===== config.mk =====
export PLATFORM = sky130hd
export DESIGN_NAME = cic_integrator_tdm
export DESIGN_NICKNAME = d
export VERILOG_FILES = /design/src/rtl/cic_integrator_tdm.sv
export SDC_FILE = /design/constraint.sdc
export NUM_CORES = 1
export LEC_CHECK = 0
export ABC_AREA = 1
export CAP_MARGIN = 20
export CORE_MARGIN = 5
export CORE_UTILIZATION = 30
export DETAILED_ROUTE_END_ITERATION = 16
export GPL_ROUTABILITY_DRIVEN = 0
export GPL_TIMING_DRIVEN = 0
export MAX_ROUTING_LAYER = met4
export PLACE_DENSITY = 0.49
export SYNTH_ARGS = -nofsm -noshare
export SYNTH_HDL_FRONTEND = slang
export SYNTH_SLANG_ARGS = --single-unit

===== constraint.sdc =====
create_clock -name clk -period 11.4 [get_ports clk]
set_input_delay 2.85 -clock clk [delete_from_list [all_inputs] [get_ports clk]]
set_output_delay 2.85 -clock clk [all_outputs]
set_load 0.02 [all_outputs]

===== src/rtl/cic_integrator_tdm.sv =====
// Time-multiplexed multi-channel CIC integrator section.
// One (channel, stage) accumulator in the shared state memory is updated per clock.
// On every DECIMATION-th accepted PDM strobe, the pass emits each channel's
// last-stage value with a one-cycle write strobe for the comb section.
module cic_integrator_tdm #(
  parameter int WIDTH      = 22,
  parameter int CHANNELS   = 8,
  parameter int STAGES     = 3,
  parameter int DECIMATION = 64
) (
  input  logic                        clk,
  input  logic                        resetn,
  input  logic                        pdm_strobe,
  input  logic [CHANNELS-1:0]         pdm_in,
  input  logic                        clr_overrun,
  output logic                        wr_en,
  output logic [$clog2(CHANNELS)-1:0] channel,
  output logic signed [WIDTH-1:0]     data_out,
  output logic                        busy,
  output logic                        overrun
);

  localparam int unsigned NENT = CHANNELS * STAGES;
  localparam int unsigned IW   = $clog2(NENT);
  localparam int unsigned CW   = $clog2(CHANNELS);
  localparam int unsigned SW   = (STAGES > 1) ? $clog2(STAGES) : 1;
  localparam int unsigned DW   = $clog2(DECIMATION);

  localparam logic [IW-1:0] LAST_IDX = IW'(NENT - 1);
  localparam logic [SW-1:0] LAST_S   = SW'(STAGES - 1);
  localparam logic [DW-1:0] LAST_DEC = DW'(DECIMATION - 1);

  typedef enum logic [1:0] {
    S_CLEAR = 2'd0,
    S_IDLE  = 2'd1,
    S_RUN   = 2'd2
  } state_t;

  state_t                    state_q;
  logic [IW-1:0]             idx_q;
  logic [CW-1:0]             ch_q;
  logic [SW-1:0]             s_q;
  logic [DW-1:0]             dec_q;
  logic [CHANNELS-1:0]       lat_q;
  logic signed [WIDTH-1:0]   carry_q;
  logic                      pend_q;
  logic [CW-1:0]             pend_ch_q;
  logic signed [WIDTH-1:0]   pend_dat_q;
  logic                      wr_en_q;
  logic [CW-1:0]             channel_q;
  logic signed [WIDTH-1:0]   data_q;
  logic                      busy_q;
  logic                      ovr_q;

  logic signed [WIDTH-1:0]   acc_q [NENT];

  logic signed [WIDTH-1:0]   x_d;
  logic signed [WIDTH-1:0]   sum_d;
  logic                      last_s;
  logic                      last_pair;
  logic                      emit_pass;

  // Integrator input selection and the modular (wrapping) accumulate for the current pair.
  always_comb begin
    x_d = '0;
    if (s_q == '0) begin
      x_d = lat_q[ch_q] ? WIDTH'(1) : '1;
    end else begin
      x_d = carry_q;
    end
    sum_d     = acc_q[idx_q] + x_d;
    last_s    = (s_q == LAST_S);
    last_pair = (idx_q == LAST_IDX);
    emit_pass = (dec_q == LAST_DEC);
  end

  // Shared state memory: zero-fill while clearing, accumulate while running.
  always_ff @(posedge clk) begin
    if (state_q == S_CLEAR) begin
      acc_q[idx_q] <= '0;
    end else if (state_q == S_RUN) begin
      acc_q[idx_q] <= sum_d;
    end
  end

  // Sequencer, decimation counter, output pipeline and sticky overrun flag.
  // The emitted value is staged in pend_* so wr_en lands one cycle after the last-stage update.
  always_ff @(posedge clk or posedge resetn) begin
    if (resetn) begin
      state_q    <= S_CLEAR;
      idx_q      <= '0;
      ch_q       <= '0;
      s_q        <= '0;
      dec_q      <= '0;
      lat_q      <= '0;
      carry_q    <= '0;
      pend_q     <= 1'b0;
      pend_ch_q  <= '0;
      pend_dat_q <= '0;
      wr_en_q    <= 1'b0;
      channel_q  <= '0;
      data_q     <= '0;
      busy_q     <= 1'b1;
      ovr_q      <= 1'b0;
    end else begin
      pend_q  <= 1'b0;
      wr_en_q <= pend_q;
      if (pend_q) begin
        channel_q <= pend_ch_q;
        data_q    <= pend_dat_q;
      end

      if (pdm_strobe && (state_q == S_RUN)) begin
        ovr_q <= 1'b1;
      end else if (clr_overrun) begin
        ovr_q <= 1'b0;
      end

      case (state_q)
        S_CLEAR: begin
          if (idx_q == LAST_IDX) begin
            idx_q   <= '0;
            state_q <= S_IDLE;
            busy_q  <= 1'b0;
          end else begin
            idx_q <= idx_q + 1'b1;
          end
        end
        S_IDLE: begin
          if (pdm_strobe) begin
            lat_q   <= pdm_in;
            idx_q   <= '0;
            ch_q    <= '0;
            s_q     <= '0;
            state_q <= S_RUN;
            busy_q  <= 1'b1;
          end
        end
        S_RUN: begin
          carry_q <= sum_d;
          if (last_s && emit_pass) begin
            pend_q     <= 1'b1;
            pend_ch_q  <= ch_q;
            pend_dat_q <= sum_d;
          end
          if (last_s) begin
            s_q  <= '0;
            ch_q <= ch_q + 1'b1;
          end else begin
            s_q <= s_q + 1'b1;
          end
          if (last_pair) begin
            idx_q   <= '0;
            state_q <= S_IDLE;
            busy_q  <= 1'b0;
            dec_q   <= emit_pass ? '0 : dec_q + 1'b1;
          end else begin
            idx_q <= idx_q + 1'b1;
          end
        end
        default: begin
          state_q <= S_CLEAR;
          idx_q   <= '0;
          busy_q  <= 1'b1;
        end
      endcase
    end
  end

  assign wr_en    = wr_en_q;
  assign channel  = channel_q;
  assign data_out = data_q;
  assign busy     = busy_q;
  assign overrun  = ovr_q;

endmodule


* After elaboration in Yosys (flattened, before gate mapping)
Memory sizes are Yosys's and may differ from the RTL's. Cells that the tools add are included.
Storage, ports and cells: RAM bits 528, input port bits 12, word-level logic and storage cells 74, output and inout port bits 28, bits in registers 102, memories 1
Cells by class: multiplexer cells 30, equal/unequal tests 8, reductions and logical operators 13, bitwise operators 1, $add $sub $neg 5, $lt $le $gt $ge 1
Memory list:
- acc_q | depth 24, bits a word 22, read ports 1, clocked after memory_dff 0, write ports 1, RTL line 55 | logic signed [WIDTH-1:0] acc_q [NENT];
Operator list (number):
- $mux W22 | 3
- $add A22 B22 Y22 | 1
- $mux W1 | 12
- $mux W5 | 2
- $pmux W5 S2 | 1
- $reduce_and A2 Y1 | 5
- $mux W2 | 4
- $pmux W2 S2 | 2
- $add A6 B1 Y6 const B | 1
- $eq A6 B6 Y1 const B | 1
- $mux W3 | 2
- $mux W6 | 1
- $pmux W3 S2 | 1
- $add A5 B1 Y5 const B | 1
- $eq A5 B5 Y1 const B | 1
- $eq A2 B2 Y1 const B | 2
- $logic_not A2 Y1 | 2
- $lt A3 B4 Y1 const B | 1
- $ne A2 B2 Y1 const B | 2
- $reduce_bool A2 Y1 | 2
- $add A3 B1 Y3 const B | 1
- $bmux W1 S3 | 1
- $reduce_and A3 Y1 | 1
- $add A2 B1 Y2 const B | 1
- 6 further kinds | 7

* Longest topological paths before layout
Gate-level depths: netlist (run 1).
depth in word-level cells 6, depth in mapped cells 22, gate-level depth less buffers 19

* Worst setup path after synthesis (run 1)
No wires, ideal clock.
kind in2reg, start point input pdm_strobe, end point register lat_q[0], slack 7.655 ns, library setup time 0.125 ns, data arrival time 3.620 ns, stages 3, required time 11.275 ns, path buffers 1, cells stage by stage nand3_1 -> buf_1 -> mux2_2
Between the ends: cells in the longest elaborated chain, start to end 1
RTL lines:
- start, declared | RTL line 13 | input logic pdm_strobe,
- $reduce_and A2 Y1 (no source line)
- end signal, assigned | RTL line 131 | lat_q <= pdm_in;
- end, declared | RTL line 44 | logic [CHANNELS-1:0] lat_q;
Every way passes these cells. A chain may end at the register's enable or synchronous reset.

* Final worst setup path (run 1)
start point register idx_q[0], end point memory acc_q[15][12], data pin
Between the ends: cells in the longest elaborated chain, start to end 3
RTL lines:
- start, declared | RTL line 40 | logic [IW-1:0] idx_q;
- start signal, assigned | RTL line 126 | idx_q <= idx_q + 1'b1;
- start signal, assigned | RTL line 158 | idx_q <= idx_q + 1'b1;
- $mem_v2 Z24 W22
- $add A22 B22 Y22 | RTL line 71 | sum_d = acc_q[idx_q] + x_d;
- $mux W22 (no source line)
- end, declared | RTL line 55
Every way passes these cells.

==> results.cfg, run 1 <==
[status]
status = finished, final reports clean

[logic_synthesis]
syn_nets = 2225
synth_mux_area_frac = 0.0129
synth-xor-area-share = 0.00335
yosysWarnings = 0
synth_largest_area_cell = edfxtp_1
ys_seq_area_frac = 0.704
synth_top_area_share = 0.606
synthAdderAreaFrac = 0.0137
yosysUniqueCellTypes = 43
syn-instance-count = 2185
synthSimpleGateAreaFrac = 0.117
synth_compound_area_frac = 0.111
ys_ff_latch = 630
ys_async_sr_fraction = 0.162
syn_area_sq_mm = 0.0262
synth_area_leaders = edfxtp_1 (61%), dfrtp_1 (9.7%), o21ai_0 (5.9%), nor2_1 (4.8%), nand2_1 (4.0%)
syn_avg_cell_area_sq_um = 12.0
synth_edf_count = 528
synthFlopType = edfxtp_1
synth_top_family_by_area = simple AND/OR/NAND/NOR gates

[sta]
max-slew-margin-rel = 0.322
fin_crit_ns = 5.72
fmax_mhz = 175
tns_ns = 0
setup_viol = 0
worst_clock_skew_ns = 0.0262
finalCritPeriodShare = 0.502
final-hold-violation-count = 0
rsz0062_at_grt = no
slew_violations = 0
tightestPinTransition_ns = 1.02

[cts]
cts_hold_buf = 0
cts_tree = built
cts.repair.resized = 0
htreeDepth = 3
cts_setup_buffers = 0
clk_latency_ns = 0.62
cts_made_buffers = 69
cts.path.max_buffers = 3
clk_pin_slew_worst_paths_ns = 0.06
clockRootBuffer = clkbuf_16
cts.sinks = 630

[flow_run]
drv_cap = 0

[route]
drt-pass1-iter-count = 6
vias_per_cell = 5.16
drt_iter0_drc = 1836
wl_per_cell_um = 24.0
wl_mm = 84.7
ant_nets = 0
dr_total_vias = 18200
post-route-drc-count = 0

[worst_hold_path]
hold_start = pend_q
min_to = wr_en
hold_path.class = reg -> reg
whs_path_depth = 0

[global_route]
grt-ovfl-total = 0
antenna_found_initial = 0
grt_pass1_wl_mm = 122
grt_max_degree = 65
grt_util_all_layers = 0.181
grt_pass1_vias = 17500

[cells_and_area]
syn_to_final_growth_pct = 18.6
drive_gt1_frac = 0.121
final_nets = 2363
post-route-util = 0.358

[floorplan]
coreArea_sq_mm = 0.0866
die-area_sq_mm = 0.0932
dieWidth_um = 305
initial_core_util = 0.302
fp.dieH_um = 305
rows = 108
io_pins = 40

[setup_path]
r2r-start = idx_q[0]
cp_max_fo = 24
start_kind = flip-flop
critPathArrivalTime_ns = 6.00
reg2reg_depth = 19
r2r_end = acc_q[15][12]
timing_worst_setup_path_type = reg -> reg
cp-end-kind = flip-flop
reg2reg_slack_ns = 5.68
crit_required_ns = 11.68

[placement]
portBuffers = 39
dp_hpwl_mm = 57.2
## cells in the final DEF (no fill, tap or decap), types with 4 or more instances in the layout
cell	count
nor2_2	16
o221ai_1	34
buf_4	8
nand3_1	70
clkbuf_16	70
nand4_1	25
xnor2_1	7
nor3_2	5
clkdlybuf4s50_1	39
o21bai_1	4
nand2_1	281
clkbuf_8	6
buf_8	10
buf_16	15
a22o_1	16
o22ai_1	93
ha_1	27
nor3_1	8
nor2_1	295
nor2_4	27
or2_2	4
clkinv_1	7
clkbuf_1	78
buf_12	4
o21ai_0	308
mux2_2	30
a21oi_1	29
o211ai_1	9
inv_2	7
edfxtp_1	528
inv_1	105
o21ai_1	10
dfrtp_1	101
buf_2	46
clkinv_2	14
## registers in the layout (all words and copies together), names as in the netlist, 5 cells and up
| signal | cells |
|---|---|
| acc_q | 528 |
| carry_q | 22 |
| data_out | 22 |
| dec_q | 6 |
| idx_q | 5 |
| lat_q | 8 |
| pend_dat_q | 22 |
## worst max-delay path by stage
stage	end	start	slack, ns
2_1_floorplan	carry_q[0]	resetn	5.88
3_3_place_gp	carry_q[20]	resetn	4.23
3_5_place_dp	acc_q[14][14]	idx_q[0]	5.74
4_1_cts	acc_q[7][14]	idx_q[0]	5.69
5_1_grt	acc_q[7][14]	idx_q[1]	5.41
6_report	acc_q[15][12]	idx_q[0]	5.68
## metrics by stage
step                hold slack, ns  setup WS, ns  instances  instance area [sq um]
floorplan                    0.352          5.88       2185                  26200
finish                       0.393          5.68       3533                  31000
global placement             0.397          4.23       3379                  28000
global route                 0.410          5.41       3532                  31000
CTS                          0.405          5.69       3532                  31000
detailed placement           0.395          5.74       3407                  28800
## synth_stat cells, drive strengths merged (4+ instances only)
master	number
o21ai	318
o22ai	93
buf	61
nand3	73
ha	27
nor3	13
o21bai	4
mux2	30
nand2	282
o221ai	34
dfrtp	101
xnor2	7
a22o	16
a21oi	29
clkbuf	61
edfxtp	528
nand4	25
inv	113
o211ai	9
nor2	338
or2	4
## worst max-delay path, cell delays in order, from the launching register on
cell and delay, ns:
dfrtp_1 0.57, inv_2 0.19, buf_2 0.32, clkbuf_1 0.50, o21ai_0 0.16, o22ai_1 0.21, o211ai_1 0.27, nand4_1 0.32
ha_1 0.27, inv_1 0.08, fa_1 0.46, inv_1 0.08, nand3_1 0.06, nand2_1 0.16, a21oi_1 0.14, o21ai_1 0.32
nand2_1 0.18, nand3_1 0.13, nand3_1 0.18, inv_1 0.76
## kinds of logic after synthesis
family	count (synthesis)
AND/OR/NAND/NOR	741
flip-flops	630
AO/OA/AOI/OAI	509
buffers and inverters	237
multiplexers	30
adder cells (fa/ha/maj)	28
XOR/XNOR	10
## layout make-up
cell class | count | area [sq um]
Inverter | 115 | 434
Sequential cell | 630 | 18400
Multi-Input combinational cell | 1318 | 6950
Clock buffer | 93 | 1900
Fill cell | 8418 | 55600
Buffer | 122 | 579
Antenna cell | 1 | 2.50
Tap cell | 1155 | 1450
Timing Repair Buffer | 67 | 1020
Clock inverter | 32 | 289
## metal layers
metal	vias up	part of all wire	GRT usage
met4	0	0.025	0.0505
met5	-	0	-
li1	8147	-	-
met1	9319	0.43	0.244
met3	113	0.067	0.0271
met2	668	0.47	0.288
Power of run 1 is not shown: default switching activity piles up to over one toggle a cycle in this logic, so the estimate is an artifact.
==> run 2, diff against run 1 <==
clock period = 5.5 ns   (was 11.4 ns; I/O delays follow)
==> run 2 against run 1 <==
- critical path depth is 1 higher
- setup slack worse by 5.5 ns
- via count is 0.69% higher
- final cell count is 0.34% higher
- flip-flop and latch count stayed put
- non-clock buffer count is 7 higher
- global-route usage hardly changed
- critical endpoint is now acc_q[14][12]
- register-to-register slack worse by 5.5 ns
- utilization is 0.17 points higher
- wire length is 1.1% higher
- die area stayed put
- largest cell class unchanged
==> results.cfg, run 2 (synthesized netlist as in run 1, its figures left out) <==
[floorplan]
fp.dieH_um = 305
io_pins = 40
coreArea_sq_mm = 0.0866
initial_core_util = 0.302
die-area_sq_mm = 0.0932
rows = 108
dieWidth_um = 305

[sta]
final-hold-violation-count = 0
setup_viol = 0
slew_violations = 0
tightestPinTransition_ns = 0.995
finalCritPeriodShare = 0.969
max-slew-margin-rel = 0.337
worst_clock_skew_ns = 0.0253
fin_crit_ns = 5.33
hold_ws_ns = 0.389
fmax_mhz = 188
rsz0062_at_grt = yes

[global_route]
grt_util_all_layers = 0.181
grt_pass1_vias = 17500
antenna_found_initial = 0
grt-ovfl-total = 0
grt_max_degree = 65
grt_pass1_wl_mm = 122

[cells_and_area]
final_nets = 2376
seqCellArea_sq_mm = 0.0184
drive_gt1_frac = 0.133
largest_reg_flops = 528
final_cell_mix = edfxtp_1 (528), o21ai_0 (308), nor2_1 (295)
multi_input_area_sq_mm = 0.00696
antenna-diode-count = 0
max_flop_register = acc_q
layout_commonest_cell = edfxtp_1
syn_to_final_growth_pct = 19.2
fill_cells = 8400

[worst_hold_path]
min_to = wr_en
hold_path.class = reg -> reg
whs_path_depth = 0
hold_start = pend_q

[cts]
clk_pin_slew_worst_paths_ns = 0.06
cts.path.max_buffers = 3
cts.sinks = 630
clockRootBuffer = clkbuf_16
cts_hold_buf = 0
htreeDepth = 3
cts_tree = built
clk_latency_ns = 0.62
cts_made_buffers = 69

[setup_path]
start_kind = flip-flop
crit_required_ns = 5.85
cp_max_fo = 10
critPathArrivalTime_ns = 5.68
cp-end-kind = flip-flop
timing_worst_setup_path_type = reg -> reg
reg2reg_slack_ns = 0.17
reg2reg_depth = 20
r2r_end = acc_q[14][12]
r2r-start = idx_q[4]

[route]
drt-pass1-iter-count = 5
drt_iter0_drc = 1856
vias_per_cell = 5.18
ant_nets = 0
post-route-drc-count = 0
wl_per_cell_um = 24.2
dr_total_vias = 18400
wl_mm = 85.6

[placement]
portBuffers = 39
dp_hpwl_mm = 57.2

[flow_run]
drv_cap = 0

[status]
status = finished, final reports clean
## run 2: changes by cell type in the layout (fill, tap and decap cells not counted), moves of 7 or more
cell        change
clkinvlp_4     +14
clkbuf_2        +7
clkbuf_1        -7
buf_4           +7
inv_1           -8
## run 2: cell type report
type,count,share of cell area
inverter,115,0.0149
sequential,630,0.590
timing repair buffer,74,0.0344
clock inverter,32,0.00927
tap,1155,0.0464
clock buffer,93,0.0609
multi-input combinational,1318,0.223
buffer,122,0.0189
timing repair inverter,6,0.00144
## run 2: repair_timing
action,4_1_cts,5_1_grt
pin swaps,1,1
gates resized for setup,11,18
cloned,1,5
endpoints found under the setup margin,96,210
buffers inserted,0,7
## run 2: per-stage QoR
stage	cells	TNS, ns	setup WS [ns]	utilization	cell area (sq um)
after floorplan	2185	0	1.45	-	26200
after global placement	3379	-189.51	-0.944	0.323	28000
after detailed placement	3407	-9.81	-0.160	0.333	28800
after CTS	3533	0	0.0944	0.359	31100
after global routing	3545	-0.149	-0.0180	0.360	31200
final	3545	0	0.172	0.360	31200
## run 2: critical path: stages, from the launching register on
cell and delay [ns]:
dfrtp_1 0.43, buf_2 0.23, nor3_2 0.45, buf_2 0.44
buf_2 0.37, nand2_1 0.18, nand4_1 0.24, ha_1 0.27
inv_1 0.08, fa_1 0.46, inv_1 0.08, nand3_1 0.06
nand2_1 0.15, a21oi_1 0.16, o21ai_2 0.24, nand2_1 0.15
nand2_1 0.08, nand2_1 0.07, nand3_1 0.45, clkinvlp_4 0.21
buf_4 0.21
## run 2: layer usage
layer / vias up / wire length, um / GRT usage
li1: 8170 / - / -
met1: 9390 / 37200 / 0.244
met2: 695 / 40200 / 0.288
met3: 117 / 5940 / 0.0271
met4: 0 / 2280 / 0.0505
met5: - / 0 / -
## run 2: worst max path at each step
stage,end,slack (ns),startpoint,cells after the start
floorplan,carry_q[0],1.45,resetn,1
finish,acc_q[14][12],0.17,idx_q[4],20
global route,acc_q[15][12],-0.02,idx_q[1],23
CTS,acc_q[4][18],0.09,idx_q[0],21
detailed placement,acc_q[14][14],-0.16,idx_q[0],19
global placement,acc_q[6][10],-0.94,idx_q[1],18
Power of run 2 is left out for the same reason.
==> run 3, diff against run 2 <==
CORE_MARGIN = 2   (was 5)
DONT_BUFFER_PORTS = 1   (was default)
==> run 3 against run 2 <==
- wire length decreased by 0.60%
- setup slack gained 0.013 ns
- die area down 3.9%
- count of clock-buffer cells in the layout down 6
- utilization fell by 0.53 points
- worst hold slack about the same
- non-clock buffer count down 39
- critical endpoint is now acc_q[18][14]
==> results.cfg, run 3 (synthesized netlist as in run 1, its figures left out) <==
[sta]
finalCritPeriodShare = 0.966
tns_ns = 0
fmax_mhz = 188
worst_clock_skew_ns = 0.0316
final-hold-violation-count = 0
setup_viol = 0
slew_violations = 0
rsz0062_at_grt = yes
tightestPinTransition_ns = 0.983
fin_crit_ns = 5.31
max-slew-margin-rel = 0.344

[cts]
cts_hold_buf = 0
clockRootBuffer = clkbuf_16
cts.path.max_buffers = 3
cts_tree = built
htreeDepth = 3
clk_latency_ns = 0.63
cts_made_buffers = 70
cts.sinks = 630
clk_pin_slew_worst_paths_ns = 0.06

[setup_path]
crit_required_ns = 5.79
cp_cell_sequence = buf_2, inv_1, nor3_2, clkbuf_1, a22o_1, inv_1, nand4_1, ha_1, inv_1, fa_1, inv_1, nand3_1, nand2_1, a21oi_1, o21ai_1, nand2_1, nand2_1, nand2_1, nand3_2, clkinvlp_2
cp_max_fo = 10
timing_worst_setup_path_type = reg -> reg
critPathArrivalTime_ns = 5.61
cpMaxStageDelayCell = clkbuf_1
r2r-start = idx_q[2]
r2r_end = acc_q[18][14]
start_kind = flip-flop
cp-end-kind = flip-flop
cpPeakStageDelay_ns = 0.66
reg2reg_depth = 20
reg2reg_slack_ns = 0.19

[worst_hold_path]
whs_path_depth = 0
hold_start = pend_q
hold_path.class = reg -> reg
min_to = wr_en

[route]
wl_per_cell_um = 24.3
vias_per_cell = 5.16
post-route-drc-count = 0
drt_iter0_drc = 1745
ant_nets = 0
drt-pass1-iter-count = 5
dr_total_vias = 18100
wl_mm = 85.1

[global_route]
grt_max_degree = 64
antenna_found_initial = 0
grt_pass1_vias = 17500
grt-ovfl-total = 0
grtUsageMet2 = 0.300
grt_pass1_wl_mm = 122
met3_usage = 0.0233
met1_usage = 0.260
grt_util_all_layers = 0.192
busiest_layer = met2

[floorplan]
initial_core_util = 0.302
io_pins = 40
dieWidth_um = 299
fp.dieH_um = 299
coreArea_sq_mm = 0.0866
die-area_sq_mm = 0.0896
rows = 108

[cells_and_area]
largest_reg_flops = 528
layout_commonest_cell = edfxtp_1
syn_to_final_growth_pct = 17.4
fill_cells = 8395
final_cell_mix = edfxtp_1 (528), o21ai_0 (308), nor2_1 (295)
post-route-util = 0.355
max_flop_register = acc_q
drive_gt1_frac = 0.131
finalInstanceArea_sq_mm = 0.0307
final_nets = 2337
antenna-diode-count = 0

[flow_run]
drv_cap = 0

[placement]
postPlaceCellArea_sq_mm = 0.0284
portBuffers = 0
dp_hpwl_mm = 56.6

[status]
status = finished, final reports clean
## run 3: cell count changes in the layout (fill, tap and decap cells not counted), sizes merged
cell	before	now
buf	95	96
bufinv	2	4
clkbuf	155	148
clkdlybuf4s50	39	0
clkinv	25	30
clkinvlp	17	13
inv	109	108
## run 3: per-layer routing
metal	vias up	routed length [um]
met2	666	39300
met3	129	5750
met4	0	2830
met1	9188	37300
met5	-	0
li1	8082	-
## run 3: worst max-delay path: cells and delay by family (launching register included)
family | cells | cell delay (ns)
buf+inv | 7 | 1.57
simple gates | 8 | 1.54
compound gates | 3 | 0.82
fa+ha+maj | 2 | 0.73
flops | 1 | 0.32
## run 3: how the worst max path moves through the flow
stage / endpoint / startpoint / slack, ns / depth (start not counted)
6_report: acc_q[18][14] / idx_q[2] / 0.19 / 20
3_3_place_gp: acc_q[14][17] / idx_q[0] / -1.06 / 17
5_1_grt: acc_q[9][14] / idx_q[4] / -0.003 / 19
4_1_cts: acc_q[4][12] / idx_q[1] / 0.03 / 20
2_1_floorplan: carry_q[0] / resetn / 1.45 / 1
3_5_place_dp: acc_q[14][14] / idx_q[1] / -0.16 / 20
## run 3: timing repair
| item | CTS | global route |
|---|---|---|
| endpoints found under the setup margin | 105 | 228 |
| gates resized for setup | 9 | 19 |
| gates cloned | 1 | 4 |
| pin swaps | 0 | 1 |
| setup buffers | 0 | 9 |
## run 3: layout make-up
class	instances	area, sq um	area share
inverter	115	464	0.0151
timing repair buffer	35	661	0.0215
clock inverter	35	290	0.00945
timing repair inverter	5	35.0	0.00114
multi-input combinational	1318	6970	0.227
tap	1155	1450	0.0471
buffer	122	588	0.0191
clock buffer	87	1850	0.0601
sequential	630	18400	0.599
## run 3: stage by stage
| stage | cells | hold WS (ns) | worst slack (ns) |
|---|---|---|---|
| 2_1_floorplan | 2185 | 0.352 | 1.45 |
| 3_5_place_dp | 3366 | 0.371 | -0.162 |
| 6_report | 3502 | 0.389 | 0.185 |
| 4_1_cts | 3489 | 0.388 | 0.0281 |
| 5_1_grt | 3502 | 0.411 | -0.00322 |
| 3_3_place_gp | 3340 | 0.369 | -1.06 |
Power of run 3 is left out for the same reason.
